### config.mk
export PLATFORM = sky130hd
export DESIGN_NAME = muap_pack
export DESIGN_NICKNAME = d
export VERILOG_FILES = /design/src/rtl/muap_pack.sv
export SDC_FILE = /design/constraint.sdc
export NUM_CORES = 2
export LEC_CHECK = 0
export CORE_ASPECT_RATIO = 1.75
export CORE_MARGIN = 4
export CORE_UTILIZATION = 60
export CTS_BUF_LIST = sky130_fd_sc_hd__clkbuf_4
export DETAILED_ROUTE_END_ITERATION = 12
export MAX_ROUTING_LAYER = met4
export PLACE_DENSITY = 0.85
export SETUP_SLACK_MARGIN = 0.15
export SYNTH_ARGS = -nofsm -noshare
export SYNTH_HDL_FRONTEND = slang
export SYNTH_SLANG_ARGS = --single-unit
### constraint.sdc
create_clock -name clk -period 16.65 [get_ports clk]
set_clock_uncertainty 0.15 [all_clocks]
set_input_delay 4.1625 -clock clk [delete_from_list [all_inputs] [get_ports clk]]
set_output_delay 4.1625 -clock clk [all_outputs]
set_load 0.1 [all_outputs]
### src/rtl/muap_pack.sv
// Spike-event packer: buffers muap events in a FIFO and serializes each one into
// four 32-bit stream words, closing packets on an event count or an idle-timeout trailer.
module muap_pack #(
    parameter int FIFO_DEPTH = 16,
    parameter int PKT_EVENTS = 64,
    parameter int TIMEOUT    = 25000
) (
    input  logic        clk,
    input  logic        rst,
    input  logic        muap_valid,
    output logic        muap_ready,
    input  logic [31:0] muap_frame_No,
    input  logic [11:0] muap_ch,
    input  logic [31:0] muap_ch_hash,
    input  logic [31:0] muap_data,
    output logic        m_tvalid,
    input  logic        m_tready,
    output logic [31:0] m_tdata,
    output logic        m_tlast,
    output logic [31:0] pkt_count,
    output logic [31:0] evt_count
);
    localparam int          AW        = $clog2(FIFO_DEPTH);
    localparam logic [AW:0] DEPTH_C   = (AW + 1)'(FIFO_DEPTH);
    localparam logic [15:0] LAST_IDX  = 16'(PKT_EVENTS - 1);
    localparam logic [23:0] TIMER_MAX = 24'(TIMEOUT - 1);

    typedef enum logic [2:0] {IDLE, W0, W1, W2, W3, TRL} state_t;

    state_t        state_reg;
    logic [107:0]  mem [FIFO_DEPTH];
    logic [AW-1:0] wr_ptr_reg, rd_ptr_reg;
    logic [AW:0]   count_reg, count_next;
    logic          ready_reg;
    logic          fifo_empty, push, pop;
    logic [107:0]  head;
    logic [75:0]   hold_reg;
    logic [31:0]   tdata_reg, pkt_count_reg, evt_count_reg;
    logic          tvalid_reg, tlast_reg;
    logic [15:0]   evt_in_pkt_reg;
    logic [23:0]   timer_reg;

    assign fifo_empty = (count_reg == '0);
    assign push       = muap_valid && ready_reg;
    assign pop        = !fifo_empty && (state_reg == IDLE || (state_reg == W3 && m_tready));
    assign head       = mem[rd_ptr_reg];

    always_comb begin
        count_next = count_reg;
        if (push && !pop) begin
            count_next = count_reg + 1'b1;
        end else if (!push && pop) begin
            count_next = count_reg - 1'b1;
        end
    end

    always_ff @(posedge clk) begin
        if (push) begin
            mem[wr_ptr_reg] <= {muap_frame_No, muap_ch, muap_ch_hash, muap_data};
        end
    end

    // Ready is registered from the next occupancy so it is 0 throughout reset.
    always_ff @(posedge clk or posedge rst) begin
        if (rst) begin
            wr_ptr_reg <= '0;
            rd_ptr_reg <= '0;
            count_reg  <= '0;
            ready_reg  <= 1'b0;
        end else begin
            if (push) wr_ptr_reg <= wr_ptr_reg + 1'b1;
            if (pop)  rd_ptr_reg <= rd_ptr_reg + 1'b1;
            count_reg <= count_next;
            ready_reg <= (count_next != DEPTH_C);
        end
    end

    always_ff @(posedge clk or posedge rst) begin
        if (rst) begin
            state_reg      <= IDLE;
            hold_reg       <= '0;
            tdata_reg      <= '0;
            tvalid_reg     <= 1'b0;
            tlast_reg      <= 1'b0;
            evt_in_pkt_reg <= '0;
            timer_reg      <= '0;
            pkt_count_reg  <= '0;
            evt_count_reg  <= '0;
        end else begin
            if (state_reg == IDLE && fifo_empty && evt_in_pkt_reg != '0 && !push
                && timer_reg != TIMER_MAX) begin
                timer_reg <= timer_reg + 1'b1;
            end else begin
                timer_reg <= '0;
            end

            case (state_reg)
                IDLE: begin
                    if (!fifo_empty) begin
                        hold_reg   <= head[75:0];
                        tdata_reg  <= head[107:76];
                        tvalid_reg <= 1'b1;
                        tlast_reg  <= 1'b0;
                        state_reg  <= W0;
                    // An event arriving on the expiry cycle still beats the trailer.
                    end else if (evt_in_pkt_reg != '0 && timer_reg == TIMER_MAX && !push) begin
                        tdata_reg  <= {16'hFFFF, evt_in_pkt_reg};
                        tvalid_reg <= 1'b1;
                        tlast_reg  <= 1'b1;
                        state_reg  <= TRL;
                    end
                end
                W0: if (m_tready) begin
                    tdata_reg <= {20'h0, hold_reg[75:64]};
                    state_reg <= W1;
                end
                W1: if (m_tready) begin
                    tdata_reg <= hold_reg[63:32];
                    state_reg <= W2;
                end
                W2: if (m_tready) begin
                    tdata_reg <= hold_reg[31:0];
                    tlast_reg <= (evt_in_pkt_reg == LAST_IDX);
                    state_reg <= W3;
                end
                W3: if (m_tready) begin
                    evt_count_reg <= evt_count_reg + 1'b1;
                    if (tlast_reg) begin
                        evt_in_pkt_reg <= '0;
                        pkt_count_reg  <= pkt_count_reg + 1'b1;
                    end else begin
                        evt_in_pkt_reg <= evt_in_pkt_reg + 1'b1;
                    end
                    tlast_reg <= 1'b0;
                    if (!fifo_empty) begin
                        hold_reg  <= head[75:0];
                        tdata_reg <= head[107:76];
                        state_reg <= W0;
                    end else begin
                        tvalid_reg <= 1'b0;
                        state_reg  <= IDLE;
                    end
                end
                TRL: if (m_tready) begin
                    evt_in_pkt_reg <= '0;
                    pkt_count_reg  <= pkt_count_reg + 1'b1;
                    tvalid_reg     <= 1'b0;
                    tlast_reg      <= 1'b0;
                    state_reg      <= IDLE;
                end
                default: state_reg <= IDLE;
            endcase
        end
    end

    assign muap_ready = ready_reg;
    assign m_tvalid   = tvalid_reg;
    assign m_tdata    = tdata_reg;
    assign m_tlast    = tlast_reg;
    assign pkt_count  = pkt_count_reg;
    assign evt_count  = evt_count_reg;
endmodule

-- Yosys cells after proc, flatten, opt, wreduce, memory -nomap -nowiden
Memory sizes are Yosys's and may differ from the RTL's.
Index checks and enable logic that the tools add are counted.
- add/subtract/negate cells: 8
- multiply operators: 0
- divide/modulo/power cells: 0
- magnitude comparators: 0
- eq/ne operators: 19
- shift-type cells: 0
- multiplexer cells: 42
- bitwise operators: 0
- reductions and logical operators: 32
- operators by type and width (kind ; count):
    two-way mux 32 bit ; 10
    one-hot mux 32 bit (5 select lines) ; 1
    two-way mux 76 bit ; 2
    one-hot mux 76 bit (2 select lines) ; 1
    adder 32 x 1 -> 32 bit, second input constant ; 2
    one-hot mux 32 bit (2 select lines) ; 1
    two-way mux 16 bit ; 3
    one-hot mux 16 bit (2 select lines) ; 1
    adder 24 x 1 -> 24 bit, second input constant ; 1
    equality test 24 x 15 -> 1 bit, second input constant ; 1
    two-way mux 24 bit ; 1
    != test 24 x 15 -> 1 bit, second input constant ; 1
    two-way mux 3 bit ; 7
    one-hot mux 3 bit (6 select lines) ; 1
    adder 16 x 1 -> 16 bit, second input constant ; 1
    equality test 16 x 6 -> 1 bit, second input constant ; 1
    != test 2 bit, second input constant ; 8
    nonzero test 16 bit ; 1
    logical AND 1 bit ; 11
    two-way mux 1 bit ; 10
    two-way mux 5 bit ; 2
    adder 4 x 1 -> 4 bit, second input constant ; 2
    AND reduction 4 bit ; 2
    AND reduction 7 bit ; 1
    21 further kinds ; 29
- register bits: 231
- latch bits: 0
- RAM bits: 1728
- ROM bits: 0
- word-level logic and storage cells: 115
- memories kept: 1
- memories (memory ; depth ; width ; read ports ; clocked after memory_dff ; write ports ; RTL line ; text):
    mem ; 16 ; 108 ; 1 ; 0 ; 1 ; 31 ; logic [107:0] mem [FIFO_DEPTH];

-- Logic depth before layout (Yosys ltp)
- depth in word-level cells: 8
- mapped depth: 11

-- Worst setup path after synthesis
No wires, ideal clock.
- path type: input -> register
- from: input muap_valid
- to: memory mem[3][0] (enable)
- setup time: 0.707 ns
- data arrival time: 12.101 ns
- path slack: 3.692 ns
- cell stages on the path: 4
- cell sequence: and2_1 -> clkbuf_1 -> nand2_1 -> nor3_1
- cells in the longest elaborated chain, start to end: 3
- RTL lines (element ; RTL line ; text):
    start: declaration ; 10 ; input logic muap_valid,
    logical AND 1 bit ; 44 ; assign push = muap_valid && ready_reg;
    two-way mux 1 bit ; 58 ; if (push) begin
    two-way mux 1 bit (not written as such) ; 59 ; mem[wr_ptr_reg] <= {muap_frame_No, muap_ch, muap_ch_hash, muap_data};
    end: declaration ; 31 ;
No other way between the ends.

-- Worst setup path in the final report
- from: register tdata_reg[20] (netlist: m_tdata[20])
- to: output m_tdata[20]
- RTL lines (element ; RTL line ; text):
    start: declaration ; 38 ; logic [31:0] tdata_reg, pkt_count_reg, evt_count_reg;
    start signal: assignment ; 101 ; tdata_reg <= head[107:76];
    start signal: assignment ; 107 ; tdata_reg <= {16'hFFFF, evt_in_pkt_reg};
    start signal: assignment ; 114 ; tdata_reg <= {20'h0, hold_reg[75:64]};
    end: declaration ; 18 ; output logic [31:0] m_tdata,
No word-level cell between the ends.

==> results.md <==
* Worst setup EP type: output port
* Detailed Route WL at 181,000 um
* Syn Inst Count at 3,762
* Top cell type's share of synthesized area at 68.1%
* Clock Latency Late Sink at 1280 ps
* Layout Cells excl Fill at 6,251
* Setup-failing EPs final at 0
* Synth warnings at 0
* CP arrival at 3120 ps
* Status: complete, no violations
* Mean Syn Cell Area at 20.3 um^2
* CP max-delay cell: clkdlybuf4s50_1
* Nets@finish at 4,387
* Layout area overhead at 12.1%
* Hold Vio Cnt, Final at 0
* Async set or reset register ratio after synthesis at 11.8%
* First-pass GRT wire length at 271,000 um
* Post-synth EDFFs at 1,728
* DR iter-0 viols at 4,535
* Commonest non-fill, non-tap cells in the layout: edfxtp_1 (1,728), clkbuf_4 (615), mux4_2 (492)
* CP required at 12,340 ps
* Worst hold-check path type: reg2reg
* CP Launch Type: flop
* Root buffer selected by CTS: clkbuf_4
* Uppermost layer routed: met4
* Synth unique cells at 59
* Leak Pwr at 28.8 nW
* Total power at 14.5 mW
* Max transition margin at 10.3%
* Core ar. at 126,000 um^2
* Hold_ws at 325 ps
* Gates resized, CTS repair at 0
* Die Y at 479 um
* CTS Buffer Depth at 4
* Cell taking the most area after synthesis: edfxtp_1
* Largest cells by area after synthesis: edfxtp_1 (68%), mux4_2 (15%), dfrtp_1 (7.6%)
* Cells along the critical path: clkdlybuf4s50_1
* Routed met3 length at 16,900 um
* Post-Syn Nets at 3,886
* CTS tree: yes
* Io pins at 211
* Hpwl dp at 106,000 um
* Yosys reg bits at 1,959
* Final instance area at 85,400 um^2
* RSZ-0062 raised after global routing: false
* Initial antenna violation count at 23
* Max-Cap Viols at 0
* Most common cell after layout, fill and taps aside: edfxtp_1
* Initial DRT Pass Iterations at 7
* Starting Density at 60.5%
* Slew Viols, Final at 0
* Period utilization at 44.6%
* Slew @ Worst Pin at 1340 ps
* Post-DP Area at 80,100 um^2
* Fmax at 135 MHz
* Cells after DPL at 5,495
* Vias per std cell at 6.38
* Met2 WL post-DR at 94,000 um
* Vias in the first global route at 41,870
* Postcts setup bufs at 0
* Post-CTS Hold Buffers at 0
* Htree depth at 5
* Final antenna-violating net count at 0
* Setup CP Type: reg2out
* Post-Route Setup TNS at 0 ps
* Die X-Extent at 277 um
* Final core utilization at 67.8%
* Crit-path max cell delay at 1280 ps
* GRT overflow at 0
* Setup Slack @ Placement at 8610 ps
* Worst vdd ir at 153 uV
* Synthesized cell area at 76,200 um^2
* Floorplan row count at 172
* Die area at 133,000 um^2
* CP bufs+invs at 1
* Delay-heaviest family, CP: buffers and inverters
* Share of layout cells above drive strength 1 at 27.6%
* DRC at 0
* M1 WL at 60,700 um
* Ys flop type: edfxtp_1
* Power per cell area at 170 nW/um^2
* Placer Congestion at 0.875
* Worst setup slack after layout at 9220 ps
* CTS buffer count at 419
* PortBufs at 210
* Tot GR Track Use at 28.6%
* Post-synthesis sequential area ratio at 75.7%
* Post-layout min period at 7430 ps
* Clock-pin slew of the registers on the worst-case setup and hold paths at 80 ps
* Vias at 39,895
* Largest register FFs at 1,728
* Clock Sinks at 1,959
* Largest net degree at the start of global routing at 146
* Routed WL per cell at 29.0 um
* CP Max Fanout at 2
cells in the mapped netlist, types with 40 or more instances:
| library cell | n |
|---|---|
| dfrtp_1 | 231 |
| o21ai_0 | 40 |
| mux4_2 | 492 |
| xor2_1 | 48 |
| edfxtp_1 | 1728 |
| a21oi_1 | 69 |
| clkbuf_1 | 91 |
| mux2i_1 | 64 |
| nand3_1 | 62 |
| buf_2 | 69 |
| nand2_1 | 315 |
| xnor2_1 | 58 |
| nor2_1 | 149 |
final timing paths:
check | start | endpoint | slack [ps] | cells after the start
worst max-delay path | m_tdata[20]$_DFFE_PP0P_ | m_tdata[20] | 9220 | 1
min in group asynchronous | rst | evt_count[30]$_DFFE_PP0P_ | 3350 | 2
worst min register to register | pkt_count[31]$_DFFE_PP0P_ | pkt_count[31]$_DFFE_PP0P_ | 320 | 1
worst min-delay path | pkt_count[31]$_DFFE_PP0P_ | pkt_count[31]$_DFFE_PP0P_ | 320 | 1
worst max register to register | rd_ptr_reg[0]$_DFFE_PP0P_ | hold_reg[69]$_DFFE_PP0P_ | 10780 | 8
max in group asynchronous | rst | rd_ptr_reg[1]$_DFFE_PP0P_ | 11110 | 3
routing by layer:
metal  track usage [%]  vias up
li1                  -    16532
met5                 -        -
met3              7.07      436
met4              13.7        0
met1              33.6    20499
met2              46.8     2428
where the power goes:
part           switching, mW  leakage (nW)  internal [mW]
logic                   2.85          7.07           1.84
registers              0.361          18.6           5.97
clock network           1.75          3.15           1.77
total                   4.96          28.8           9.58
final cells by class:
class / instances / area [um^2]
Antenna cell: 25 / 62.6
Clock buffer: 615 / 4620
Clock inverter: 116 / 606
Fill cell: 7632 / 40500
Inverter: 14 / 60.1
Multi-Input combinational cell: 1593 / 17700
Sequential cell: 1959 / 57700
Tap cell: 1653 / 2070
Timing Repair Buffer: 276 / 2650
kinds of logic (layout without fill, tap and decap cells):
logic type,Yosys count,count (layout),share of synthesized area (%)
compound gates,240,240,2.07
xor+xnor,106,106,1.22
fa+ha+maj,13,13,0.212
buf+inv,210,1021,1.29
flops,1959,1959,75.7
mux,575,575,15.7
other cells,0,25,0
simple gates,659,659,3.86
Power figures use the tool's default switching activity.
